$ cat src/rtl/voter_ballot_collector.sv
// Collects serial voter ballots during a bounded session and presents the
// assembled 4-bit vote vector to the downstream voter over valid/ready.
//
// Ports:
//   clk, rst_n          clock, asynchronous active-low reset
//   start               open a session (honoured only when idle)
//   vote_valid/ready    ballot handshake; vote_id selects the voter, vote_val = approve
//   ballot              assembled vote vector, bit i = voter i
//   ballot_valid/ready  presentation handshake towards the consumer
//   voted_mask          voters accepted in the current/last session
//   timed_out           session closed with absentees (valid with ballot_valid)
//   dup_err             one-cycle pulse after a repeat ballot is dropped
//   busy                session in progress (collecting or presenting)
module voter_ballot_collector #(
  parameter int unsigned NUM_VOTERS     = 4,
  parameter int unsigned TIMEOUT_CYCLES = 16
) (
  input  logic                  clk,
  input  logic                  rst_n,
  input  logic                  start,
  input  logic                  vote_valid,
  input  logic [1:0]            vote_id,
  input  logic                  vote_val,
  output logic                  vote_ready,
  output logic [NUM_VOTERS-1:0] ballot,
  output logic                  ballot_valid,
  input  logic                  ballot_ready,
  output logic [NUM_VOTERS-1:0] voted_mask,
  output logic                  timed_out,
  output logic                  dup_err,
  output logic                  busy
);

  localparam int unsigned TimerW = 8;

  typedef enum logic [1:0] {
    IDLE    = 2'd0,
    COLLECT = 2'd1,
    PRESENT = 2'd2
  } state_t;

  state_t state, state_next;

  logic [TimerW-1:0]     timer, timer_d;
  logic [NUM_VOTERS-1:0] ballot_d, mask_d, mask_set, mask_upd;
  logic                  timed_out_d, dup_d;
  logic                  accept, is_dup, all_in, last_cycle;

  // Ballot decode: a first-time ballot sets its mask bit, a repeat is flagged.
  always_comb begin
    accept     = vote_valid && (state == COLLECT);
    is_dup     = accept && voted_mask[vote_id];
    mask_set   = '0;
    if (accept && !voted_mask[vote_id]) begin
      mask_set[vote_id] = 1'b1;
    end
    mask_upd   = voted_mask | mask_set;
    all_in     = &mask_upd;
    last_cycle = (timer == TimerW'(TIMEOUT_CYCLES - 1));
  end

  // State register.
  always_ff @(posedge clk or negedge rst_n) begin
    if (!rst_n) begin
      state <= IDLE;
    end else begin
      state <= state_next;
    end
  end

  // Next-state logic; a completed mask wins over the timeout on the same cycle.
  always_comb begin
    state_next = state;
    case (state)
      IDLE:    if (start) state_next = COLLECT;
      COLLECT: if (all_in || last_cycle) state_next = PRESENT;
      PRESENT: if (ballot_ready) state_next = IDLE;
      default: state_next = IDLE;
    endcase
  end

  // Output / datapath next values.
  always_comb begin
    vote_ready  = 1'b0;
    ballot_d    = ballot;
    mask_d      = voted_mask;
    timer_d     = timer;
    timed_out_d = timed_out;
    dup_d       = 1'b0;
    case (state)
      IDLE: begin
        if (start) begin
          ballot_d    = '0;
          mask_d      = '0;
          timer_d     = '0;
          timed_out_d = 1'b0;
        end
      end
      COLLECT: begin
        vote_ready = 1'b1;
        timer_d    = timer + TimerW'(1);
        if (|mask_set) begin
          ballot_d[vote_id] = vote_val;
        end
        mask_d = mask_upd;
        dup_d  = is_dup;
        // Absentees keep their reset-to-zero bit, i.e. count as reject.
        if (last_cycle && !all_in) begin
          timed_out_d = 1'b1;
        end
      end
      default: ;
    endcase
  end

  // Registered outputs; status flags follow the state being entered.
  always_ff @(posedge clk or negedge rst_n) begin
    if (!rst_n) begin
      ballot       <= '0;
      voted_mask   <= '0;
      timer        <= '0;
      timed_out    <= 1'b0;
      dup_err      <= 1'b0;
      ballot_valid <= 1'b0;
      busy         <= 1'b0;
    end else begin
      ballot       <= ballot_d;
      voted_mask   <= mask_d;
      timer        <= timer_d;
      timed_out    <= timed_out_d;
      dup_err      <= dup_d;
      ballot_valid <= (state_next == PRESENT);
      busy         <= (state_next != IDLE);
    end
  end

endmodule

$ cat config.mk
export PLATFORM = sky130hd
export DESIGN_NAME = voter_ballot_collector
export DESIGN_NICKNAME = d
export VERILOG_FILES = /design/src/rtl/voter_ballot_collector.sv
export SDC_FILE = /design/constraint.sdc
export NUM_CORES = 1
export LEC_CHECK = 0
export BUFFER_PORTS_ARGS = -buffer_cell sky130_fd_sc_hd__buf_4
export CAP_MARGIN = 40
export CORE_AREA = 2 2 51 53
export CTS_BUF_LIST = sky130_fd_sc_hd__clkbuf_8
export DETAILED_ROUTE_END_ITERATION = 7
export DIE_AREA = 0 0 53 55
export PLACE_DENSITY = 0.72
export SETUP_SLACK_MARGIN = 0.1
export SYNTH_ARGS = -nofsm -noshare
export SYNTH_HDL_FRONTEND = slang
export SYNTH_SLANG_ARGS = --single-unit
$ cat constraint.sdc
create_clock -name clk -period 1.26 [get_ports clk]
set_input_delay 0.126 -clock clk [delete_from_list [all_inputs] [get_ports clk]]
set_output_delay 0.126 -clock clk [all_outputs]
set_load 0.05 [all_outputs]
==> metrics.md <==
| Metric | Value |
|---|---|
| Yosys reg bits | 22 |
| Final setup TNS | -1.402 ns |
| RSZ-0062 raised after global routing | yes |
| Placed cell area | 1479 um2 |
| CP Max Fanout | 3 |
| Die ar. | ~3000 um2 |
| H-tree Lvls | 1 |
| Minimum clock period | between 1 and 1.5 ns |
| First-pass GRT wire length | 4623 um |
| Drt first pass iters | 4 |
| Mapped Area | between 1000 and 1500 um2 |
| Multiplexer share of the synthesized area | 9.989% |
| Slew headroom | 78.64% |
| Hold Crit Endpoint | busy$_DFF_PN0_ |
| Number of global-route vias before repair | between 900 and 1,000 |
| Slack of the critical path | -0.1550 ns |
| Diode count | 0 |
| Startpoint class of the critical path | register |
| Worst-Margin Slew | approximately 0.32 ns |
| Yosys synthesis warning count | 0 |
| Total grt overflow | 0 |
| Antenna violations before repair | 0 |
| Hold Violations, Final | 0 |
| Layout cells sized above 1 | about 63% |
| Largest net degree at the start of global routing | 23 |
| Mapped Cells | about 120 |
| Worst Hold Launch | ballot_ready |
| Hold Path Stages | 4 |
| Leakage | roughly 0.9 nW |
| Worst vdd ir | ~0.0020 V |
| Root Buffer Master | clkbuf_8 |
| Critical Path Sink Type | register |
| Initial Util | between 40% and 50% |
| Worst Path Required | roughly 1.5 ns |
| I/O pin count | 21 |
| Pins Over Slew Limit | 0 |
| CTS buffer count | 3 |
| Area grow syn2layout | 69.38% |
| I/O Buffers | 20 |
| Place WS | -0.09809 ns |
| Core ar. | around 2400 um2 |
| R2R setup slack | -0.16 ns |
| Final nets | approximately 180 |
| CP arrival | 1.61 ns |
| Worst r2r src | timer[7]$_DFFE_PN0P_ |
| Tot GR Track Use | 22.86% |
| DRT Wirelength | 3944 um |
| Die width | roughly 53 um |
| DP Wirelength | 1889 um |
| Main combinational cell family by area after synthesis | simple AND/OR/NAND/NOR gates |
| Final Cell Area | between 1500 and 2000 um2 |
| Synth Area in Adders | approximately 1.1% |
| Pwr per Cell Area | about 2500 nW/um2 |
| Post-synthesis cell type count | 35 |
| Clk buf depth | 2 |
| Hold/Removal Path Class | in2reg |
| Clock input transition at the sequential cells of the worst setup and hold paths | about 0.09 ns |
| Peak Freq | ~0.71 GHz |
| Most frequent cells in the layout | buf_4, dfrtp_1, buf_6 |
| Post-Syn Nets | around 120 |
| Seq/Total Area, Yosys | between 40 and 50% |
| Xor/xnor share of the synthesized area | 0% |
| Failing checks | negative setup slack |
| Simple-gate share of the synthesized area | between 20% and 30% |
| Setup Skew | 0.003865 ns |
| MaxCap Viol Count | 0 |
| Cells after DPL | between 150 and 200 |
| Worst reg2reg path depth | 4 |
| Placer Congestion | about 0.84 |
| Clk_lat worst skew | between 0.2 and 0.3 ns |
| Critical path class | reg2reg |
| Util after Layout | 82.54% |
| Final Instance Count excl. Fillers | roughly 200 |
| CTS tree | built |
| CTS Sinks | 22 |
| # DRC | 0 |
| Setup-failing EPs final | 19 |
| Core Rows | 18 |
| DR vias/cell | between 5 and 6 |
| Die H | approximately 55 um |
| Syn avg cell area | about 10 um2 |
| Tcrit/Tclk final | 112.3% |
| Via Count | around 1,200 |
| Worst R2R End | timed_out$_DFFE_PN0P_ |
| Iteration-0 DRC count of the detailed router | 38 |
| Run status | finished with violations |
| Avg WL per Cell | ~20 um |
| Compound-Gate Fraction of Synth Area | 13.14% |
| Final antenna-violating net count | 0 |
| Most common cell after layout, fill and taps aside | buf_4 |
## per-layer routing
layer,part of all wire (%),track usage [%],vias up
li1,-,-,519
met1,42,29.09,597
met2,51,37.71,41
met3,4.0,2.957,9
met4,2.9,13.25,0
met5,0,0,-
## timing repair
item	CTS	global route
resized for setup	18	47
pin swaps	7	18
endpoints found under the hold margin	22	0
gates cloned	0	0
endpoints found under the setup margin	24	23
hold buffers	1	0
setup buffers	4	14
## power breakdown
group	internal (mW)	switching, mW
clock network	0.280	0.253
logic	1.45	1.71
registers	0.962	0.295
total	2.69	2.25
## cell usage after synthesis
cell | count | share of area [%]
dfrtp_1 | 22 | 48
nand2_1 | 14 | 4.6
nor2_1 | 13 | 4.2
mux2i_1 | 7 | 6.1
nor3_1 | 6 | 2.6
nand3_1 | 5 | 2.2
a21oi_1 | 4 | 1.7
a22o_1 | 4 | 3.0
inv_1 | 4 | 1.3
o31ai_1 | 4 | 2.6
o21ai_0 | 3 | 1.3
a21o_1 | 2 | 1.3
a31oi_1 | 2 | 1.1
buf_6 | 2 | 2.0
mux2_2 | 2 | 2.0
nand4_1 | 2 | 1.1
a21boi_0 | 1 | 0.65
a41oi_1 | 1 | 0.76
and2_1 | 1 | 0.54
and2_2 | 1 | 0.65
and2b_2 | 1 | 0.76
and3_1 | 1 | 0.54
and4b_2 | 1 | 0.98
and4bb_4 | 1 | 1.4
buf_4 | 1 | 0.65
clkbuf_1 | 1 | 0.33
clkbuf_2 | 1 | 0.43
clkbuf_8 | 1 | 1.2
ha_1 | 1 | 1.1
mux4_2 | 1 | 2.0
nand2b_1 | 1 | 0.54
nand3b_1 | 1 | 0.65
nand4b_1 | 1 | 0.76
o21bai_1 | 1 | 0.65
or4_1 | 1 | 0.65
## stage by stage
stage | hold slack [ns] | total power [mW]
6_report | 0.1464 | 4.941
5_1_grt | 0.1532 | 5.114
4_1_cts | 0.1240 | 3.979
3_5_place_dp | 0.02897 | 3.225
3_3_place_gp | 0.02734 | 3.170
2_1_floorplan | -0.1696 | 2.597
## worst max-delay path by stage
stage / startpoint / depth (start not counted) / slack [ns] / endpoint
after floorplan: state[1]$_DFF_PN0_ / 6 / -0.13 / ballot_valid$_DFF_PN0_
after global placement: timer[7]$_DFFE_PN0P_ / 4 / -0.05 / timed_out$_DFFE_PN0P_
after detailed placement: timer[7]$_DFFE_PN0P_ / 4 / -0.1 / timed_out$_DFFE_PN0P_
after CTS: state[1]$_DFF_PN0_ / 4 / -0.09 / vote_ready
after global routing: state[1]$_DFF_PN0_ / 4 / -0.21 / ballot_valid$_DFF_PN0_
final: timer[7]$_DFFE_PN0P_ / 4 / -0.16 / timed_out$_DFFE_PN0P_
## worst max-delay path, stage by stage (launching register included)
cell	delay (ns)
dfrtp_1	0.43
or4_4	0.58
nor2_4	0.14
nand2_1	0.07
o21ai_1	0.13
## state kept, by name (all words and copies together) (netlist names)
signal        flops
state             2
voted_mask        4
dup_err           1
timed_out         1
timer             8
ballot            4
ballot_valid      1
busy              1
## area by class of cell
| class | instances | area (um2) |
|---|---|---|
| Clock buffer | 4 | 55.05 |
| Timing Repair Buffer | 55 | 501.7 |
| Inverter | 4 | 18.77 |
| Fill cell | 123 | 412.9 |
| Multi-Input combinational cell | 83 | 783.3 |
| Sequential cell | 22 | 555.5 |
| Tap cell | 30 | 37.54 |
## cells by family (layout without fill, tap and decap cells)
kind of cell | Yosys count | count (layout)
AND/OR/NAND/NOR | 50 | 50
flip-flops | 22 | 22
AO/OA/AOI/OAI | 22 | 22
multiplexers | 10 | 10
buffers and inverters | 10 | 63
adder cells (fa/ha/maj) | 1 | 1
Note: power is estimated with default switching activity, not from simulation.
